===== config.mk =====
export PLATFORM = sky130hd
export DESIGN_NAME = param_control_unit
export DESIGN_NICKNAME = d
export VERILOG_FILES = /design/src/rtl/param_control_unit.sv
export SDC_FILE = /design/constraint.sdc
export NUM_CORES = 1
export LEC_CHECK = 0
export CORE_MARGIN = 5
export CORE_UTILIZATION = 47
export DETAILED_ROUTE_END_ITERATION = 10
export PLACE_DENSITY = 0.81
export SLEW_MARGIN = 10
export SYNTH_ARGS = -nofsm -noshare
export SYNTH_HDL_FRONTEND = slang
export SYNTH_SLANG_ARGS = --single-unit

===== constraint.sdc =====
create_clock -name clk -period 5.92 [get_ports clk]
set_input_delay 1.48 -clock clk [delete_from_list [all_inputs] [get_ports clk]]
set_output_delay 1.48 -clock clk [all_outputs]
set_load 0.02 [all_outputs]

===== src/rtl/param_control_unit.sv =====
// Fetch/decode/execute controller with wait-state memory handshake, bus watchdog, one-level IRQ and HALT.
// Outputs are combinational from state; every memory state stalls while mem_ready is low.
module param_control_unit #(
   parameter int OPCODE_W    = 4,
   parameter int INSTR_BYTES = 2,
   parameter int MAX_WAIT    = 0
) (
   input  logic                   clk,
   input  logic                   reset,
   input  logic [OPCODE_W-1:0]    opcode,
   input  logic                   zero_flag,
   input  logic                   mem_ready,
   input  logic                   irq,
   output logic                   pc_write_enable,
   output logic                   pc_inc,
   output logic [INSTR_BYTES-1:0] ir_write_enable,
   output logic                   acc_write_enable,
   output logic                   z_flag_write_enable,
   output logic                   ram_read_enable,
   output logic                   ram_write_enable,
   output logic [2:0]             alu_op,
   output logic                   addr_bus_select,
   output logic [1:0]             acc_input_select,
   output logic [1:0]             pc_input_select,
   output logic                   data_bus_select,
   output logic                   save_pc,
   output logic                   irq_ack,
   output logic                   halted,
   output logic                   illegal_op,
   output logic                   bus_error
);

   localparam int BC_W   = (INSTR_BYTES > 1) ? $clog2(INSTR_BYTES) : 1;
   localparam int WAIT_W = (MAX_WAIT > 0) ? $clog2(MAX_WAIT + 1) : 1;
   localparam logic [BC_W-1:0]   LAST_BYTE = BC_W'(INSTR_BYTES - 1);
   localparam logic [WAIT_W-1:0] WAIT_LIM  = WAIT_W'(MAX_WAIT);
   localparam bit                WD_EN     = (MAX_WAIT > 0);

   localparam logic [3:0] OP_LDA  = 4'd1;
   localparam logic [3:0] OP_STA  = 4'd2;
   localparam logic [3:0] OP_ADD  = 4'd3;
   localparam logic [3:0] OP_SUB  = 4'd4;
   localparam logic [3:0] OP_AND  = 4'd5;
   localparam logic [3:0] OP_OR   = 4'd6;
   localparam logic [3:0] OP_XOR  = 4'd7;
   localparam logic [3:0] OP_NOT  = 4'd8;
   localparam logic [3:0] OP_INC  = 4'd9;
   localparam logic [3:0] OP_DEC  = 4'd10;
   localparam logic [3:0] OP_JMP  = 4'd11;
   localparam logic [3:0] OP_JZ   = 4'd12;
   localparam logic [3:0] OP_LDI  = 4'd13;
   localparam logic [3:0] OP_RETI = 4'd14;
   localparam logic [3:0] OP_HLT  = 4'd15;

   typedef enum logic [3:0] {
      S_RST,
      S_FETCH,
      S_DECODE,
      S_EX_MEM_RD,
      S_EX_MEM_WR,
      S_EX_1CYC,
      S_IRQ_SAVE,
      S_IRQ_VEC,
      S_HALT
   } state_t;

   state_t            state_q, state_d;
   logic [BC_W-1:0]   byte_cnt_q, byte_cnt_d;
   logic              ie_q, ie_d;
   logic [WAIT_W-1:0] wait_q, wait_d;

   // Zero-extend so narrow opcode widths decode the same way and wide ones flag codes above 15.
   logic [OPCODE_W+3:0] op_ext;
   logic [3:0]          op4;
   logic                op_illegal;
   logic [2:0]          alu_sel;
   logic                waiting;
   logic                timeout;

   assign op_ext     = {4'b0000, opcode};
   assign op4        = op_ext[3:0];
   assign op_illegal = |(op_ext >> 4);
   assign alu_sel    = 3'(op4 - OP_ADD);

   assign waiting = (state_q == S_FETCH) || (state_q == S_EX_MEM_RD) || (state_q == S_EX_MEM_WR);
   assign timeout = WD_EN && waiting && (wait_q == WAIT_LIM);

   always_comb begin
      state_d             = state_q;
      byte_cnt_d          = byte_cnt_q;
      ie_d                = ie_q;
      pc_write_enable     = 1'b0;
      pc_inc              = 1'b0;
      ir_write_enable     = '0;
      acc_write_enable    = 1'b0;
      z_flag_write_enable = 1'b0;
      ram_read_enable     = 1'b0;
      ram_write_enable    = 1'b0;
      alu_op              = 3'b000;
      addr_bus_select     = 1'b0;
      acc_input_select    = 2'b00;
      pc_input_select     = 2'b00;
      data_bus_select     = 1'b0;
      save_pc             = 1'b0;
      irq_ack             = 1'b0;
      halted              = 1'b0;
      illegal_op          = 1'b0;
      bus_error           = 1'b0;

      case (state_q)
         S_RST: begin
            state_d    = S_FETCH;
            byte_cnt_d = '0;
         end

         S_FETCH: begin
            if (timeout) begin
               bus_error  = 1'b1;
               byte_cnt_d = '0;
               state_d    = S_HALT;
            end else begin
               ram_read_enable = 1'b1;
               if (mem_ready) begin
                  ir_write_enable = INSTR_BYTES'(1) << byte_cnt_q;
                  pc_inc          = 1'b1;
                  if (byte_cnt_q == LAST_BYTE) begin
                     byte_cnt_d = '0;
                     state_d    = S_DECODE;
                  end else begin
                     byte_cnt_d = byte_cnt_q + 1'b1;
                  end
               end
            end
         end

         S_DECODE: begin
            if (op_illegal) begin
               state_d = S_EX_1CYC;
            end else begin
               case (op4)
                  OP_LDA, OP_ADD, OP_SUB, OP_AND, OP_OR, OP_XOR: state_d = S_EX_MEM_RD;
                  OP_STA:                                        state_d = S_EX_MEM_WR;
                  OP_HLT:                                        state_d = S_HALT;
                  default:                                       state_d = S_EX_1CYC;
               endcase
            end
         end

         S_EX_MEM_RD: begin
            if (timeout) begin
               bus_error = 1'b1;
               state_d   = S_HALT;
            end else begin
               ram_read_enable = 1'b1;
               addr_bus_select = 1'b1;
               if (op4 == OP_LDA) begin
                  acc_input_select = 2'b01;
               end else begin
                  alu_op = alu_sel;
               end
               if (mem_ready) begin
                  acc_write_enable    = 1'b1;
                  z_flag_write_enable = (op4 != OP_LDA);
                  state_d             = (irq && ie_d) ? S_IRQ_SAVE : S_FETCH;
               end
            end
         end

         S_EX_MEM_WR: begin
            if (timeout) begin
               bus_error = 1'b1;
               state_d   = S_HALT;
            end else begin
               ram_write_enable = 1'b1;
               addr_bus_select  = 1'b1;
               data_bus_select  = 1'b1;
               if (mem_ready) begin
                  state_d = (irq && ie_d) ? S_IRQ_SAVE : S_FETCH;
               end
            end
         end

         S_EX_1CYC: begin
            if (op_illegal) begin
               illegal_op = 1'b1;
            end else begin
               case (op4)
                  OP_NOT, OP_INC, OP_DEC: begin
                     acc_write_enable    = 1'b1;
                     z_flag_write_enable = 1'b1;
                     alu_op              = alu_sel;
                  end
                  OP_LDI: begin
                     acc_write_enable = 1'b1;
                     acc_input_select = 2'b10;
                  end
                  OP_JMP: begin
                     pc_write_enable = 1'b1;
                     pc_input_select = 2'b01;
                  end
                  OP_JZ: begin
                     pc_write_enable = zero_flag;
                     pc_input_select = zero_flag ? 2'b01 : 2'b00;
                  end
                  OP_RETI: begin
                     pc_write_enable = 1'b1;
                     pc_input_select = 2'b11;
                     ie_d            = 1'b1;
                  end
                  default: ;
               endcase
            end
            // RETI re-enables immediately, so a pending request is taken right after the return.
            state_d = (irq && ie_d) ? S_IRQ_SAVE : S_FETCH;
         end

         S_IRQ_SAVE: begin
            save_pc = 1'b1;
            irq_ack = 1'b1;
            ie_d    = 1'b0;
            state_d = S_IRQ_VEC;
         end

         S_IRQ_VEC: begin
            pc_write_enable = 1'b1;
            pc_input_select = 2'b10;
            state_d         = S_FETCH;
         end

         S_HALT: begin
            halted = 1'b1;
            if (irq && ie_q) begin
               state_d = S_IRQ_SAVE;
            end
         end

         default: state_d = S_RST;
      endcase
   end

   // The watchdog window restarts on each completed access as well as on every state change.
   always_comb begin
      if (!WD_EN || mem_ready || (state_d != state_q)) begin
         wait_d = '0;
      end else if (waiting) begin
         wait_d = wait_q + 1'b1;
      end else begin
         wait_d = wait_q;
      end
   end

   always_ff @(posedge clk or negedge reset) begin
      if (!reset) begin
         state_q    <= S_RST;
         byte_cnt_q <= '0;
         ie_q       <= 1'b1;
         wait_q     <= '0;
      end else begin
         state_q    <= state_d;
         byte_cnt_q <= byte_cnt_d;
         ie_q       <= ie_d;
         wait_q     <= wait_d;
      end
   end

endmodule


==> results of run 1 <==
[metal layers]
metal | wire length, µm | global-route usage (%) | part of all wire, % | vias up
li1 | - | - | - | 447
met1 | 925 | 20.07 | 43 | 395
met2 | 1039 | 25.62 | 49 | 29
met3 | 138 | 3.989 | 6.5 | 4
met4 | 36 | 11.49 | 1.7 | 0
met5 | 0 | 0 | 0 | -
[cell type report]
class                   count  area [µm²]  area share, %
inverters                   9       33.78          3.013
clock buffers               4       26.28          2.344
flip-flops and latches      6       151.4          13.50
multi-input cells          86       598.1          53.35
repair buffers             28       280.3          25.00
well taps                  25       31.28          2.790
[power by group]
part	switching (mW)	leakage, nW	internal [mW]
combinational	0.156	0.363	0.158
clock	0.0164	0.0150	0.0256
sequential	0.0500	0.0741	0.0610
[synth_stat cells (2+ instances only)]
library cell / n
inv_1: 9
nor2_1: 8
ha_1: 7
a21oi_1: 6
nor3_1: 6
o21ai_0: 6
buf_4: 5
dfrtp_1: 5
nand2_1: 5
buf_2: 4
nand2b_1: 4
nor2b_1: 3
a31oi_1: 2
and2_1: 2
nand3_1: 2
nor4b_1: 2
o2bb2ai_1: 2
o31ai_1: 2
[critical path, delay by kind of cell]
kind            cells  cell delay [ps]
fa+ha+maj           1              260
compound gates      3              550
buf+inv             3             1220
simple gates        1              260
[kinds of logic (layout without fill, tap and decap cells)]
family,after synthesis,in the layout,synth area share [%]
compound gates,34,34,27.90
fa+ha+maj,7,7,10.28
buf+inv,20,41,12.48
flops,6,6,17.77
mux,1,1,1.321
other cells,1,2,0.4401
simple gates,42,42,29.81
[worst paths after layout]
| path | startpoint | endpoint | cells after the start |
|---|---|---|---|
| max | opcode[0] | z_flag_write_enable | 8 |
| min | ie_q$_DFFE_PN1P_ | ie_q$_DFFE_PN1P_ | 2 |
| max reg2reg | state_q[1]$_DFFE_PN0P_ | state_q[1]$_DFFE_PN0P_ | 4 |
| min reg2reg | ie_q$_DFFE_PN1P_ | ie_q$_DFFE_PN1P_ | 2 |
| max in group asynchronous | reset | ie_q$_DFFE_PN1P_ | 1 |
| min in group asynchronous | reset | state_q[2]$_DFFE_PN0P_ | 1 |
[flip-flops by register name, summed over array words and instances (netlist names)]
| register | count |
|---|---|
| state_q | 4 |
| byte_cnt_q | 1 |
| ie_q | 1 |
==> results by group, run 1 <==
STA
  – Slew headroom: between 60% and 70%
  – Worst hold slack: just over 500 ps
  – Final hold violation count: 0
  – Slack of the critical path: 669.1 ps
  – TNS Setup: 0 ps
  – RSZ-0062 raised after global routing: false
  – Worst-Margin Slew: between 500 and 600 ps
  – Pins Over Slew Limit: 0
  – Period utilisation layout: 88.70%
  – Skew final: between 2 and 3 ps
  – Peak Freq: 190.4 MHz
  – Min Tclk post-route: 5251 ps
  – Final setup fails: 0

Routing
  – Starting DRT DRC Count: 23
  – Final ANT Viol Nets: 0
  – Vias per inst: 5.538
  – Vias: 875
  – Drt first pass iters: 4
  – # DRC: 0
  – WL per Instance: 13.54 µm
  – Final wirelength: approximately 2.1 mm

Layout
  – Fillers: around 170
  – Layout area overhead: 31.57%
  – Layout cell share with drive strength beyond 1: under 10%
  – Most common cell after layout, fill and taps aside: clkdlybuf4s50_1
  – Layout Nets: 150
  – Most frequent cells in the layout: clkdlybuf4s50_1, inv_1, nor2_1, ha_1
  – Non-filler cells in the finished layout: between 150 and 200
  – Post-route cell area: around 1100 µm²
  – ANT cells: 0
  – Final Core Density: between 60 and 70%

Yosys
  – Post-synth EDFFs: 0
  – Syn_area_per_cell: 7.676 µm²
  – Yosys top cell by area: dfrtp_1
  – Yosys Warn Count: 0
  – Ys async rst share: 100.0%
  – Post-synthesis cell area: 852.1 µm²
  – Post-Syn Instances: roughly 110
  – Flops & latches, synth: 6
  – Largest cells by area after synthesis: dfrtp_1, ha_1, buf_4
  – Post-synthesis sequential area ratio: between 10% and 20%
  – Synth unique cells: 49
  – Synth top area share: ~15%
  – Most used flip-flop cell after synthesis: dfrtp_1

Worst setup path
  – WS Path Type: input pin to primary output
  – Crit-path cells: clkdlybuf4s50_1 > inv_1 > ha_1 > nor3_1 > o41ai_1 > a21oi_1 > o21ba_2 > clkdlybuf4s50_1
  – Worst reg2reg setup slack: 3960 ps
  – CP max-delay cell: clkdlybuf4s50_1
  – Crit path largest cell delay: 580 ps
  – Worst Path Arrival: about 3800 ps
  – Startpoint types: input pin
  – Req. time, crit path: 4440 ps
  – CP dominant cell by count: clkdlybuf4s50_1
  – CP Capture Type: primary output
  – Worst Path Max Fanout: 6

Power and ir drop
  – PD cells: 416.4 nW/µm²
  – Overall Power: 0.4668 mW
  – Leak: 0.4524 nW
  – Peak supply drop: ~0.2 mV

Clock network
  – CTS Buf Count: 3
  – Worst-Skew Late Latency: 250 ps
  – Buffers inserted by post-CTS timing repair: 0
  – CTS max path bufs: 2
  – Root buffer cell: clkbuf_4
  – TritonCTS clock tree: done
  – Worst-path clk slew: 40 ps
  – Post-CTS Resized: 0
  – Cts hold-fix bufs: 0
  – Htree depth: 1
  – Sink Count: 6

Worst hold path
  – HP Class: flip-flop to flip-flop

Placement
  – Post-DP Area: approximately 1100 µm²
  – HPWL after detailed placement: between 1.5 and 2 mm
  – # port buffers: 28
  – Routability cong.: 0.8703
  – Setup Slack @ Placement: approximately 670 ps
  – Placed Cells: 154

Global routing
  – Largest net degree at the start of global routing: 19
  – Overall Global Routing Usage: between 10% and 20%
  – Initial antenna violation count: 0
  – First-pass GRT wire length: 3.484 mm
  – Grt total ovfl: 0
  – Vias in the first global route: 819

Floorplanning
  – # IOs: 31
  – Die width: about 53 µm
  – Cell Rows: 15
  – Full die area: 2765 µm²
  – Core area: 1727 µm²
  – Initial Util: 49.35%
  – Chip height: 52.58 µm

Run
  – Max-cap viol count: 0

Run status
  – Status: complete, no violations
Power figures use the tool's default switching activity.
==> run 2, diff against run 1 <==
--- a/config.mk
+++ b/config.mk
@@ -9,6 +9,7 @@
 export CORE_UTILIZATION = 47
 export DETAILED_ROUTE_END_ITERATION = 10
 export PLACE_DENSITY = 0.81
+export SKIP_LAST_GASP = 1
 export SLEW_MARGIN = 10
 export SYNTH_ARGS = -nofsm -noshare
 export SYNTH_HDL_FRONTEND = slang
==> results of run 2 <==
Same layout as run 1: the final DEF is identical, and so are final timing and power.
